[config.mk]
export PLATFORM = sky130hd
export DESIGN_NAME = hex_display_mux
export DESIGN_NICKNAME = d
export VERILOG_FILES = /design/src/rtl/hex_display_mux.sv
export SDC_FILE = /design/constraint.sdc
export NUM_CORES = 1
export LEC_CHECK = 0
export CAP_MARGIN = 0
export CORE_MARGIN = 5
export CORE_UTILIZATION = 50
export CTS_BUF_LIST = sky130_fd_sc_hd__clkbuf_8
export DETAILED_ROUTE_END_ITERATION = 8
export GPL_ROUTABILITY_DRIVEN = 0
export PLACE_DENSITY = 0.84
export REMOVE_ABC_BUFFERS = 1
export SETUP_SLACK_MARGIN = 0.15
export SLEW_MARGIN = 20
export SYNTH_ARGS = -nofsm -noshare
export SYNTH_HDL_FRONTEND = slang
export SYNTH_SLANG_ARGS = --single-unit
[constraint.sdc]
create_clock -name clk -period 2.1 [get_ports clk]
set_input_delay 0.42 -clock clk [delete_from_list [all_inputs] [get_ports clk]]
set_output_delay 0.42 -clock clk [all_outputs]
set_load 0.005 [all_outputs]
[src/rtl/hex_display_mux.sv]
// Time-multiplexed N-digit hexadecimal 7-segment driver: latches a hex word on load,
// scans one digit per DIV cycles, and drives shared segments plus one-hot digit enables.
module hex_display_mux #(
    parameter int DIGITS         = 4,
    parameter int DIV            = 50000,
    parameter bit SEG_ACTIVE_LOW = 1'b1,
    parameter bit AN_ACTIVE_LOW  = 1'b1,
    parameter bit BLANK_LZ       = 1'b1
) (
    input  logic                  clk,
    input  logic                  reset,
    input  logic [4*DIGITS-1:0]   data,
    input  logic [DIGITS-1:0]     dp,
    input  logic                  load,
    input  logic                  blank,
    output logic [6:0]            seg,
    output logic                  dp_out,
    output logic [DIGITS-1:0]     an,
    output logic                  frame
);

    localparam int CNT_W = (DIV > 1) ? $clog2(DIV) : 1;
    localparam int IDX_W = (DIGITS > 1) ? $clog2(DIGITS) : 1;

    localparam logic [CNT_W-1:0]  CNT_LAST = CNT_W'(DIV - 1);
    localparam logic [CNT_W-1:0]  CNT_ONE  = CNT_W'(1);
    localparam logic [IDX_W-1:0]  IDX_LAST = IDX_W'(DIGITS - 1);
    localparam logic [IDX_W-1:0]  IDX_ONE  = IDX_W'(1);

    localparam logic [6:0]        SEG_OFF  = SEG_ACTIVE_LOW ? 7'h7F : 7'h00;
    localparam logic              DP_OFF   = SEG_ACTIVE_LOW;
    localparam logic [DIGITS-1:0] AN_OFF   = {DIGITS{AN_ACTIVE_LOW}};

    logic [CNT_W-1:0]    cnt_reg, cnt_next;
    logic [IDX_W-1:0]    idx_reg, idx_next;
    logic [4*DIGITS-1:0] value_reg;
    logic [DIGITS-1:0]   dp_reg;
    logic [6:0]          seg_reg, seg_next;
    logic                dp_out_reg, dp_out_next;
    logic [DIGITS-1:0]   an_reg, an_next;
    logic                frame_reg, frame_next;

    logic                tick;
    logic [DIGITS-1:0]   digit_sel;
    logic [DIGITS-1:0]   lz_dark;
    logic [3:0]          cur_nib;
    logic                cur_dp;
    logic                cur_dark;
    logic [6:0]          seg_on;
    logic                dp_on;
    logic [DIGITS-1:0]   an_on;

    // Segment patterns in active-high gfedcba form.
    function automatic logic [6:0] hex_to_seg(input logic [3:0] nib);
        logic [6:0] pat;
        unique case (nib)
            4'h0: pat = 7'h3F;
            4'h1: pat = 7'h06;
            4'h2: pat = 7'h5B;
            4'h3: pat = 7'h4F;
            4'h4: pat = 7'h66;
            4'h5: pat = 7'h6D;
            4'h6: pat = 7'h7D;
            4'h7: pat = 7'h07;
            4'h8: pat = 7'h7F;
            4'h9: pat = 7'h67;
            4'hA: pat = 7'h77;
            4'hB: pat = 7'h7C;
            4'hC: pat = 7'h39;
            4'hD: pat = 7'h5E;
            4'hE: pat = 7'h79;
            default: pat = 7'h71;
        endcase
        return pat;
    endfunction

    // A digit above 0 goes dark when it and every more significant digit carry
    // neither a non-zero nibble nor a decimal point.
    genvar gi;
    generate
        for (gi = 0; gi < DIGITS; gi++) begin : g_digit
            assign digit_sel[gi] = (idx_reg == IDX_W'(gi));
            if (gi == 0 || !BLANK_LZ) begin : g_no_lz
                assign lz_dark[gi] = 1'b0;
            end else begin : g_lz
                assign lz_dark[gi] = (value_reg[4*DIGITS-1:4*gi] == '0) &&
                                     (dp_reg[DIGITS-1:gi] == '0);
            end
        end
    endgenerate

    always_comb begin
        cur_nib = 4'h0;
        for (int i = 0; i < DIGITS; i++) begin
            if (digit_sel[i]) begin
                cur_nib = cur_nib | value_reg[4*i +: 4];
            end
        end
        cur_dp   = |(digit_sel & dp_reg);
        cur_dark = |(digit_sel & lz_dark);

        tick       = (cnt_reg == CNT_LAST);
        cnt_next   = tick ? '0 : cnt_reg + CNT_ONE;
        idx_next   = idx_reg;
        if (tick) begin
            idx_next = (idx_reg == IDX_LAST) ? '0 : idx_reg + IDX_ONE;
        end
        frame_next = tick && (idx_reg == IDX_LAST);

        seg_on = hex_to_seg(cur_nib);
        dp_on  = cur_dp;
        an_on  = digit_sel;
        if (blank) begin
            seg_on = 7'h00;
            dp_on  = 1'b0;
            an_on  = '0;
        end else if (cur_dark) begin
            seg_on = 7'h00;
            dp_on  = 1'b0;
        end

        seg_next    = SEG_ACTIVE_LOW ? ~seg_on : seg_on;
        dp_out_next = SEG_ACTIVE_LOW ? ~dp_on : dp_on;
        an_next     = AN_ACTIVE_LOW ? ~an_on : an_on;
    end

    always_ff @(posedge clk) begin
        if (reset) begin
            cnt_reg    <= '0;
            idx_reg    <= '0;
            value_reg  <= '0;
            dp_reg     <= '0;
            seg_reg    <= SEG_OFF;
            dp_out_reg <= DP_OFF;
            an_reg     <= AN_OFF;
            frame_reg  <= 1'b0;
        end else begin
            cnt_reg    <= cnt_next;
            idx_reg    <= idx_next;
            seg_reg    <= seg_next;
            dp_out_reg <= dp_out_next;
            an_reg     <= an_next;
            frame_reg  <= frame_next;
            if (load) begin
                value_reg <= data;
                dp_reg    <= dp;
            end
        end
    end

    assign seg    = seg_reg;
    assign dp_out = dp_out_reg;
    assign an     = an_reg;
    assign frame  = frame_reg;

endmodule
# Word level (Yosys, flattened, before mapping)
# Memory sizes are Yosys's and may differ from the RTL's.
# Cells that the tools add are included.
# word_totals
ff_bits	51
mem_bits_ro	112
in_bits	24
out_inout_bits	13
elab_cells	47
memories	1
# classes
addsub	2
n_eq_ne	4
n_mux	10
n_bitwise	9
n_reduce_logical	13
# memory_table
memory	words	word_bits	rd	rd_ports_with_merged_regs	write_ports	line	source
(name not given)	16	7	1	0	0	56	unique case (nib)
# op_table
operator	n
4-bit two-way mux	5
16-bit by 1-bit adder with 16-bit output, second input constant	1
16-bit == test, second input constant	1
7-bit two-way mux	2
12-bit zero test	1
4-bit OR	3
4-bit bitwise AND	2
8-bit zero test	1
4-bit OR reduction	2
7-bit NOT	1
2-bit == test, second input constant	2
1-bit logical AND	4
2-bit zero test	2
4-bit zero test	1
4-bit NOT	1
3-bit zero test	1
2-bit by 1-bit adder with 2-bit output, second input constant	1
2-bit by 1-bit == test with 1-bit output, second input constant	1
1-bit two-way mux	2
2-bit two-way mux	1
1-bit NOT	2
2-bit OR reduction	1

# Depth between registers and ports, before layout
# An unclocked memory read counts as a cell.
# depth
ltp_word	12
ltp_mapped	10
ltp_nobuf	9

# Least setup slack after synthesis
# Ideal clock, no wire load.
# synth_timing
kind	register to register
from	reg idx_reg[0]
to	reg seg_reg[3] (netlist: seg[3])
setup_ps	87
t_arrival_ps	1911
required_time_ps	2013
path_slack_ps	102
stages_incl_launch_ff	11
n_path_buf	1
synth_period_minus_slack_ps	1998
cell_sequence	dfxtp_1 -> inv_1 -> ha_1 -> buf_2 -> a22oi_1 -> nand2_1 -> inv_1 -> ha_1 -> nor3_1 -> a211oi_1 -> o31ai_1
# synth_via
elab_chain_cells	12
word_cells_on_any_way	17
classes_between	eq/ne: 3; mux: 6; bitwise: 5; reduce/logical: 2; memory: 1
# synth_lines
item	line	source
start, declared	35	logic [IDX_W-1:0] idx_reg, idx_next;
start signal, assigned	139	idx_reg <= idx_next;
2-bit zero test	82	assign digit_sel[gi] = (idx_reg == IDX_W'(gi));
4-bit two-way mux	95	if (digit_sel[i]) begin
4-bit OR	96	cur_nib = cur_nib | value_reg[4*i +: 4];
4-bit two-way mux	95	
4-bit OR	96	
4-bit two-way mux	95	
4-bit OR	96	
4-bit two-way mux	95	
memory 16 x 7 bit	-	
7-bit two-way mux (*)	117	end else if (cur_dark) begin
7-bit two-way mux (*)	113	if (blank) begin
7-bit NOT (*)	122	seg_next = SEG_ACTIVE_LOW ? ~seg_on : seg_on;
end signal, assigned	140	seg_reg <= seg_next;
end, declared	38	logic [6:0] seg_reg, seg_next;
# Mark *: on every way between the ends. The rest lies on a longest branch, timed or not.
# A chain may end at the register's enable or synchronous reset.

# Worst setup path after layout
# Ends and elaborated chain as after synthesis.

==> metrics.md <==
| Metric | Value |
|---|---|
| First-pass GRT wire length | 8.47 mm |
| Die Y | around 78 um |
| Cell variety after synth | 38 |
| Die X | a little under 80 um |
| Post-synthesis mux area share | 10.8% |
| H-tree levels | 2 |
| Clock Latency Late Sink | 0.30 ns |
| Ant diodes | 0 |
| Synth Area per Inst | approximately 9.5 um^2 |
| CP Capture Type | register |
| Starting DRC count in detailed routing | 130 |
| Post-synthesis adder-cell area fraction | about 5.4% |
| Fin crit period | about 1.9 ns |
| Count leader, synth | dfxtp_1 |
| Simple-Gate Fraction of Synth Area | a little under a fifth |
| EDFF count, synth | 0 |
| Worst rel slew slack | 70.7% |
| Post-synth top area share | roughly 44% |
| Grt total ovfl | 0 |
| Vias in the first global route | between 1500 and 2000 |
| Storage cell area | roughly 1000 um^2 |
| Final nets | roughly 320 |
| WL/cell | 15.1 um |
| YS warnings | 0 |
| Hold crit path type | register to register |
| Worst setup SP type | register |
| Max-Cap Viols | 0 |
| Max Clock Freq | approximately 530 MHz |
| Antenna-violating nets left | 0 |
| Post-synthesis compound-gate area fraction | a little under an eighth |
| Outcome | finished clean |
| Peak VDD IR | about 0.41 mV |
| Slew Limit Fails | 0 |
| DP Wirelength | between 3 and 4 mm |
| XOR/XNOR Fraction of Synth Area | 4.55% |
| Area of the die | about 6100 um^2 |
| Crit path kind | register to register |
| Final WL | 5.07 mm |
| Static Leak | 1.20 nW |
| Worst-path maximum fanout | 5 |
| R2R depth | 9 |
| FF-to-FF Start | idx_reg[0] |
| Post-synthesis register bit count | 51 |
| Layout cell share with drive strength beyond 1 | ~15% |
| Initial antenna violation count | 0 |
| Synth top area cells | dfxtp_1 (44%), mux2i_1 (11%), nor2_1 (6.3%) |
| Design Power | 1.97 mW |
| Skew final | ~0.0070 ns |
| Register area share after synthesis | about 44% |
| Min-delay src | cnt_reg[0] |
| Hold violation total from the final report | 0 |
| Top Ports | 37 |
| Top_reg_cell synth | dfxtp_1 |
| Core ar. | about 4400 um^2 |
| Arrival @ worst endpoint | roughly 2.1 ns |
| Multi-input combinational cell area | 1240 um^2 |
| Largest net degree at the start of global routing | 25 |
| DRC | 0 |
| Rows | 24 |
| Post-synthesis cell area | about 2300 um^2 |
| Cts bufs inserted | 5 |
| Tcrit/Tclk final | 89.5% |
| CTS tree | built |
| Number of fill cells in the layout | 340 |
| IO buf count | 36 |
| Hold Buf Count CTS | 0 |
| Global Route Usage Sum | 17.1% |
| WHS Path Cells | 1 |
| Worst Setup SP | idx_reg[0] |
| Maximum root-to-sink buffer count | 2 |
| Clock sinks | a little over 50 |
| Via/cell ratio | roughly 5.6 |
| Starting Density | roughly 52% |
| Ys async rst share | 0% |
| Vias | between 1500 and 2000 |
| First-pass iteration count of the detailed router | 5 |
| Syn Inst Count | between 200 and 250 |
| Worst-path clk slew | approximately 0.090 ns |
| Total negative slack | 0 ns |
| Post-synth top area cell | dfxtp_1 |
| Post-synth top cells | dfxtp_1 (51), nor2_1 (39), mux2i_1 (25) |
| Root buffer cell | clkbuf_8 |
| Worst-Margin Slew | ~0.44 ns |
| Setup violations, final | 0 |
| CP Data Required Time | about 2.3 ns |
| Largest family of logic cells by synthesized area | simple AND/OR/NAND/NOR gates |
| Pwr dens | about 670 nW/um^2 |
| Unrepaired setup endpoints after global routing | no |
| P&R area growth vs syn | 27.0% |
power by group:
part | switching, mW | total (mW) | internal [mW]
registers | 0.0311 | 1.03 | 1.00
logic | 0.106 | 0.236 | 0.130
clock network | 0.311 | 0.697 | 0.385
final cells by class:
type | instances | share of cell area (%)
timing repair buffer | 48 | 15.4
sequential | 51 | 35.0
clock buffer | 6 | 2.82
tap | 52 | 2.22
inverter | 8 | 1.02
clock inverter | 2 | 1.19
multi-input combinational | 170 | 42.4
worst paths after layout:
kind / end / slack (ns)
min: cnt_reg[0] / 0.48
min reg2reg: cnt_reg[0] / 0.48
max: seg[3] / 0.22
max reg2reg: seg[3] / 0.22
worst max-delay path, stage by stage (launching register included):
cell and delay [ns]:
dfxtp_4 0.37, inv_1 0.06, ha_1 0.22, a22oi_1 0.20, nand2_1 0.11, inv_2 0.11, ha_4 0.22, nor3_2 0.18
a211oi_1 0.08, o31ai_1 0.24
routing by layer:
metal | global-route usage (%) | routed length, um | vias to the layer above
li1 | - | - | 940
met1 | 21.4 | 2160 | 879
met2 | 27.5 | 2530 | 63
met3 | 4.86 | 316 | 6
met4 | 7.09 | 72 | 0
met5 | 0 | 0 | -
cell usage in the layout (no fill, tap or decap), types with 3 or more instances in the layout:
cell              n
a211oi_1          3
a22oi_1           8
and4_1            3
buf_4            12
clkbuf_8          6
clkdlybuf4s50_1  36
dfxtp_1          49
ha_1              7
inv_1             6
mux2i_1          25
nand2_1          16
nand3_1           7
nand4_1           4
nor2_1           39
nor3_1            4
o221ai_1          4
o31ai_1           4
xor2_1           10
logic make-up after synthesis:
family          count (synthesis)
simple gates                   89
mux                            25
flops                          51
buf+inv                        22
fa+ha+maj                      10
xor+xnor                       12
compound gates                 34
timing repair:
| item | 4_1_cts | 5_1_grt |
|---|---|---|
| endpoints found under the setup margin | 2 | 7 |
| setup buffers | 0 | 0 |
| pin swaps | 0 | 2 |
| resized for setup | 2 | 16 |
per-stage QoR:
| step | hold WS [ns] | setup slack [ns] | instances | utilization (%) | cell area, um^2 |
|---|---|---|---|---|---|
| final | 0.481 | 0.220 | 337 | 66.4 | 2930 |
| after global routing | 0.528 | 0.0626 | 337 | 66.4 | 2930 |
| after CTS | 0.488 | 0.151 | 337 | 65.1 | 2870 |
| after detailed placement | 0.472 | 0.127 | 329 | 62.3 | 2750 |
| after global placement | 0.443 | 0.215 | 329 | 62.3 | 2750 |
| after floorplan | 0.426 | 0.140 | 229 | - | 2230 |
(Power assumes the default switching activity.)
